[config.mk]
export PLATFORM = sky130hd
export DESIGN_NAME = alu_issue
export DESIGN_NICKNAME = d
export VERILOG_FILES = /design/src/rtl/alu_issue_pkg.sv /design/src/rtl/alu_decode.sv /design/src/rtl/alu_issue.sv
export SDC_FILE = /design/constraint.sdc
export NUM_CORES = 1
export LEC_CHECK = 0
export BUFFER_PORTS_ARGS = -buffer_cell sky130_fd_sc_hd__buf_2
export CAP_MARGIN = 20
export CORE_MARGIN = 4
export CORE_UTILIZATION = 31
export DETAILED_ROUTE_END_ITERATION = 8
export GPL_TIMING_DRIVEN = 1
export PLACE_DENSITY_LB_ADDON = 0.08
export SYNTH_ARGS = -nofsm -noshare
export SYNTH_HDL_FRONTEND = slang
export SYNTH_SLANG_ARGS = --single-unit
[constraint.sdc]
create_clock -name clk -period 8 [get_ports clk]
set_input_delay 2 -clock clk [delete_from_list [all_inputs] [get_ports clk]]
set_output_delay 2 -clock clk [all_outputs]
set_load 0.02 [all_outputs]
[src/rtl/alu_issue_pkg.sv]
// Shared types for the ALU issue boundary.
// Opcodes, operand selects and the ALU operation encoding.
package alu_issue_pkg;

  typedef enum logic [3:0] {
    ALU_NONE,
    ALU_ADD,
    ALU_SUB,
    ALU_SLL,
    ALU_SLT,
    ALU_SLTU,
    ALU_XOR,
    ALU_SRL,
    ALU_SRA,
    ALU_OR,
    ALU_AND,
    ALU_SLA
  } alu_op_t;

  typedef enum logic [1:0] {
    A_RS1,
    A_PC,
    A_ZERO
  } a_sel_t;

  typedef enum logic [1:0] {
    B_RS2,
    B_IMM_I,
    B_IMM_U,
    B_SHAMT
  } b_sel_t;

  localparam logic [6:0] OPC_OP     = 7'b0110011;
  localparam logic [6:0] OPC_OP_IMM = 7'b0010011;
  localparam logic [6:0] OPC_LUI    = 7'b0110111;
  localparam logic [6:0] OPC_AUIPC  = 7'b0010111;

  // alt picks SUB/SRA; the caller decides when alt is meaningful
  function automatic alu_op_t f3_op(
    input logic [2:0] f3,
    input logic       alt
  );
    alu_op_t op;
    case (f3)
      3'b000:  op = alt ? ALU_SUB : ALU_ADD;
      3'b001:  op = ALU_SLL;
      3'b010:  op = ALU_SLT;
      3'b011:  op = ALU_SLTU;
      3'b100:  op = ALU_XOR;
      3'b101:  op = alt ? ALU_SRA : ALU_SRL;
      3'b110:  op = ALU_OR;
      default: op = ALU_AND;
    endcase
    return op;
  endfunction

endpackage

[src/rtl/alu_decode.sv]
// Combinational decode of RV32I ALU-class instructions.
// Produces the operation, operand selects and immediate.
module alu_decode
  import alu_issue_pkg::*;
(
  input  logic [31:0] instr,
  output alu_op_t     alu_op,
  output a_sel_t      a_sel,
  output b_sel_t      b_sel,
  output logic [31:0] imm,
  output logic        illegal
);

  logic [6:0] opc;
  logic [2:0] f3;
  logic       is_sh;
  logic       unused;

  assign opc    = instr[6:0];
  assign f3     = instr[14:12];
  assign is_sh  = (f3 == 3'b001) || (f3 == 3'b101);
  assign unused = ^{instr[19:15], instr[11:7]};

  always_comb begin
    alu_op  = ALU_NONE;
    a_sel   = A_RS1;
    b_sel   = B_RS2;
    imm     = '0;
    illegal = 1'b0;
    case (opc)
      OPC_OP: begin
        alu_op = f3_op(f3, instr[30]);
        b_sel  = is_sh ? B_SHAMT : B_RS2;
      end
      OPC_OP_IMM: begin
        // immediate shifts fold the 5-bit shamt into imm
        alu_op = f3_op(f3, (f3 == 3'b101) && instr[30]);
        b_sel  = B_IMM_I;
        imm    = is_sh ? {27'b0, instr[24:20]}
                       : {{20{instr[31]}}, instr[31:20]};
      end
      OPC_LUI: begin
        alu_op = ALU_ADD;
        a_sel  = A_ZERO;
        b_sel  = B_IMM_U;
        imm    = {instr[31:12], 12'b0};
      end
      OPC_AUIPC: begin
        alu_op = ALU_ADD;
        a_sel  = A_PC;
        b_sel  = B_IMM_U;
        imm    = {instr[31:12], 12'b0};
      end
      default: illegal = 1'b1;
    endcase
  end

endmodule

[src/rtl/alu_issue.sv]
// ID/EX register for ALU operands with valid/ready handshake,
// flush/stall handling and an issued-instruction counter.
module alu_issue
  import alu_issue_pkg::*;
#(
  parameter int CNT_W = 32
) (
  input  logic             clk,
  input  logic             rst,
  input  logic             flush,
  input  logic             in_valid,
  output logic             in_ready,
  input  logic [31:0]      instr,
  input  logic [31:0]      pc,
  input  logic [31:0]      rs1_data,
  input  logic [31:0]      rs2_data,
  output logic             out_valid,
  input  logic             out_ready,
  output alu_op_t          alu_op,
  output logic [31:0]      op_a,
  output logic [31:0]      op_b,
  output logic [4:0]       rd,
  output logic             wb_en,
  output logic             illegal,
  output logic [CNT_W-1:0] issue_cnt
);

  alu_op_t          dec_op;
  a_sel_t           a_sel;
  b_sel_t           b_sel;
  logic [31:0]      imm;
  logic             dec_ill;
  logic [31:0]      a_mux;
  logic [31:0]      b_mux;

  logic             valid_q, valid_d;
  alu_op_t          op_q, op_d;
  logic [31:0]      a_q, a_d;
  logic [31:0]      b_q, b_d;
  logic [4:0]       rd_q, rd_d;
  logic             wb_q, wb_d;
  logic             ill_q, ill_d;
  logic [CNT_W-1:0] cnt_q, cnt_d;

  logic             accept;
  logic             fire;

  alu_decode u_dec (
    .instr   (instr),
    .alu_op  (dec_op),
    .a_sel   (a_sel),
    .b_sel   (b_sel),
    .imm     (imm),
    .illegal (dec_ill)
  );

  always_comb begin
    case (a_sel)
      A_RS1:   a_mux = rs1_data;
      A_PC:    a_mux = pc;
      default: a_mux = '0;
    endcase
    case (b_sel)
      B_RS2:   b_mux = rs2_data;
      B_SHAMT: b_mux = {27'b0, rs2_data[4:0]};
      default: b_mux = imm;
    endcase
  end

  assign in_ready = !flush && (!valid_q || out_ready);
  assign accept   = in_valid && in_ready;
  assign fire     = valid_q && out_ready && !flush;

  always_comb begin
    valid_d = valid_q;
    op_d    = op_q;
    a_d     = a_q;
    b_d     = b_q;
    rd_d    = rd_q;
    wb_d    = wb_q;
    ill_d   = ill_q;
    cnt_d   = cnt_q + CNT_W'(fire);
    if (flush) begin
      valid_d = 1'b0;
    end else if (accept) begin
      valid_d = 1'b1;
      op_d    = dec_op;
      a_d     = a_mux;
      b_d     = b_mux;
      rd_d    = instr[11:7];
      wb_d    = !dec_ill && (instr[11:7] != 5'd0);
      ill_d   = dec_ill;
    end else if (fire) begin
      valid_d = 1'b0;
    end
  end

  always_ff @(posedge clk or posedge rst) begin
    if (rst) begin
      valid_q <= 1'b0;
      op_q    <= ALU_NONE;
      a_q     <= '0;
      b_q     <= '0;
      rd_q    <= '0;
      wb_q    <= 1'b0;
      ill_q   <= 1'b0;
      cnt_q   <= '0;
    end else begin
      valid_q <= valid_d;
      op_q    <= op_d;
      a_q     <= a_d;
      b_q     <= b_d;
      rd_q    <= rd_d;
      wb_q    <= wb_d;
      ill_q   <= ill_d;
      cnt_q   <= cnt_d;
    end
  end

  assign out_valid = valid_q;
  assign alu_op    = op_q;
  assign op_a      = a_q;
  assign op_b      = b_q;
  assign rd        = rd_q;
  assign wb_en     = wb_q;
  assign illegal   = ill_q;
  assign issue_cnt = cnt_q;

endmodule

==> impl_metrics.csv <==
group,metric,value,unit
timing,tns,0,ps
yosys,yosysUniqueCellTypes,46,
critical_path,startpoint_type,"input port",
detailed_routing,ant_nets,0,
finish,n_antenna_cell,0,
hold_path,worstHoldEndpoint,"issue_cnt[31]",
critical_path,required,6000,ps
critical_path,worst-path-stages,4,
finish,drive_gt1_share,40.1,%
finish,area_growth,34.3,%
die,fp-row-count,46,
timing,fin_crit_sh,56.1,%
critical_path,crit_type,"in -> out",
critical_path,worst_r2r_path_depth,7,
placement,hpwl,11300,um
yosys,synth_area_leaders,"dfrtp_1, a221o_1, xnor2_1",
timing,rsz0062_at_grt,"false",
clock_tree,htree_levels,3,
detailed_routing,routed_via_density,4.93,
die,die_h,135,um
detailed_routing,wl_per_cell,17.1,um
detailed_routing,vias,4482,
timing,slew_headroom,36.1,%
critical_path,worstSetupEndpointType,"primary output",
yosys,yosysTopAreaCell,"dfrtp_1",
critical_path,path_delay_family,"buffers and inverters",
timing,fmax,223,MHz
critical_path,slowest_stage,"nor2b_1",
power,p_leak,3.37,nW
clock_tree,cts_resized,0,
critical_path,r2r_slack,5780,ps
critical_path,cp_num_buf_inv,2,
hold_path,hold_class,"reg -> reg",
detailed_routing,drc,0,
critical_path,max_stage_delay,160,ps
clock_tree,insertion_delay,360,ps
clock_tree,postCtsHoldBufs,0,
yosys,syn_area,4980,um^2
placement,gp_congestion,0.807,
critical_path,crit_chain,"buf_2 -> nor2b_1 -> nor2_1 -> buf_2",
hold_path,hold_start,"issue_cnt[31]",
timing,drv_slew,0,
yosys,ys_seq_elements,108,
yosys,async_flop_share,100,%
finish,multiInputGateArea,2130,um^2
critical_path,path_max_fanout,3,
power,cellPowerDensity,208,nW/um^2
clock_tree,cts_sinks,108,
detailed_routing,drt_iter0_markers,229,
critical_path,cp.arrival,2490,ps
yosys,synth_top_cell_area_share,54.3,%
placement,dp_slack,3200,ps
critical_path,r2r_start,"out_valid",
timing,period_needed,4490,ps
status,status,"finished, final reports clean",
clock_tree,path_clk_slew,70,ps
global_routing,grt_pass1_wl,24400,um
yosys,synthFlopType,"dfrtp_1",
yosys,syn_inst,459,
power,ir_drop,0.000102,V
die,die_area,18200,um^2
flow_run,drv_cap,0,
critical_path,path_common_cell,"buf_2",
clock_tree,root_buffer,"clkbuf_16",
timing,worst_slew_pin_slew,959,ps
placement,port_buffers,241,
global_routing,grt_max_degree,70,
yosys,synth.avg_cell_area,10.8,um^2
clock_tree,post_cts_buffers,0,
global_routing,grt_pass1_vias,4653,
detailed_routing,wirelength,15600,um
global_routing,grt_antenna_before_repair,1,
die,ios,242,
detailed_routing,drt_pass1_iterations,5,
global_routing,overflow,0,
die,core,15800,um^2
finish,fillCellCount,1560,
timing,finalHoldViolations,0,
yosys,ys_warn_count,0,
timing,clock_skew,7.23,ps
yosys,seq_area_frac_synth,54.3,%
die,die_w,135,um
hold_path,holdPathStages,1,
yosys,synth_edf_count,0,
clock_tree,cts_tree,"yes",
finish,finalCoreUtilization,42.3,%
finish,seqCellArea,2700,um^2
clock_tree,clk_path_buf_depth,2,
timing,post-route-worst-setup-slack,3510,ps
critical_path,r2r-end,"issue_cnt[28]",
yosys,syn_nets,596,
die,initial_core_util,31.5,%
finish,layout.nets,825,
clock_tree,numCtsBuffers,9,
timing,setup_viol,0,
global_routing,grt_use_total,17.0,%
-- worst reg2reg max path, cell delays in order (launching register included) --
cell	delay, ps
dfrtp_1	380
and3_1	170
ha_1	190
ha_1	280
inv_1	110
nor4_4	620
nand4_1	210
xnor2_1	160
-- cell type report --
type                    instances  share of cell area (%)
inverters                      11                   0.655
well taps                     216                    4.04
flip-flops and latches        108                    40.4
clock inverters                 6                   0.599
repair buffers                247                    18.8
multi-input cells             311                    31.9
clock buffers                  10                    3.57
-- worst max path at each step --
stage          startpoint  slack (ps)        end
6_report        out_ready        3510   in_ready
3_3_place_gp     instr[6]        3320   op_b[15]
4_1_cts         out_ready        3520   in_ready
3_5_place_dp     instr[6]        3200   op_b[19]
2_1_floorplan         rst        3150  alu_op[0]
5_1_grt         out_ready        3510   in_ready
-- power by group --
part / internal, mW / leakage [nW] / total (mW) / switching [mW]
Sequential: 0.609 / 1.35 / 0.655 / 0.0454
Clock: 0.219 / 0.138 / 0.427 / 0.207
Combinational: 0.122 / 1.88 / 0.312 / 0.189
-- synth_stat cells (6+ instances only) --
cell and instances:
buf_2 14, dfrtp_1 108, and2_1 19, inv_1 11, a221o_1 37, nand4_1 14
xnor2_1 26, a32oi_1 6, nor2_1 40, a22oi_1 19, clkbuf_1 13, nand2_1 35
and2_0 14, and3_1 10, a21oi_1 33, nand3_1 12
-- cell usage in the layout (no fill, tap or decap), drive strengths merged --
master and instances:
o22a 1, mux2i 1, clkinv 5, nor4 6, and4bb 1, and4 2
o211ai 1, nor2b 4, nand3 12, or4 1, o2111ai 1, clkbuf 10
dfrtp 108, and2 33, clkinvlp 1, nand2 35, o31ai 1, o21ai 3
a32oi 6, a211oi 1, nor3 1, nand2b 3, and3 10, nor4b 1
nor2 42, buf 247, o41ai 1, a22o 1, inv 11, a41oi 1
a221o 37, nand4 16, o311ai 1, or3 1, xnor2 26, a22oi 19
xor2 4, a21oi 33, nand4bb 1, ha 4
-- logic make-up after synthesis --
family	count (synthesis)	synth area share, %
and+or+nand+nor	169	19.3
DFF	108	54.3
AOI/OAI and AO/OA	107	16.5
buffers and inverters	40	3.44
xor gates and xnor gates	30	5.28
adders and majority gates	4	1.01
muxes	1	0.201
-- flip-flops by register name, indices dropped and copies added, names as in the netlist --
register and flops:
op_b 32, illegal 1, alu_op 4, out_valid 1, issue_cnt 32, wb_en 1, op_a 32, rd 5
-- routing by layer --
metal	GRT usage (%)	wire length [um]	vias to the layer above
li1	-	-	2128
met4	6.62	334	2
met1	21.7	6670	2158
met3	4.47	1140	25
met5	0	12	-
met2	27.5	7410	169
-- stage by stage --
step | cell area, um^2 | power (mW) | instances | hold slack, ps
2_1_floorplan | 4980 | 0.841 | 459 | 582
3_3_place_gp | 6390 | 0.976 | 892 | 454
3_5_place_dp | 6390 | 0.981 | 892 | 461
4_1_cts | 6670 | 1.42 | 908 | 471
5_1_grt | 6690 | 1.47 | 909 | 488
6_report | 6690 | 1.39 | 909 | 471
Power figures use the tool's default switching activity.
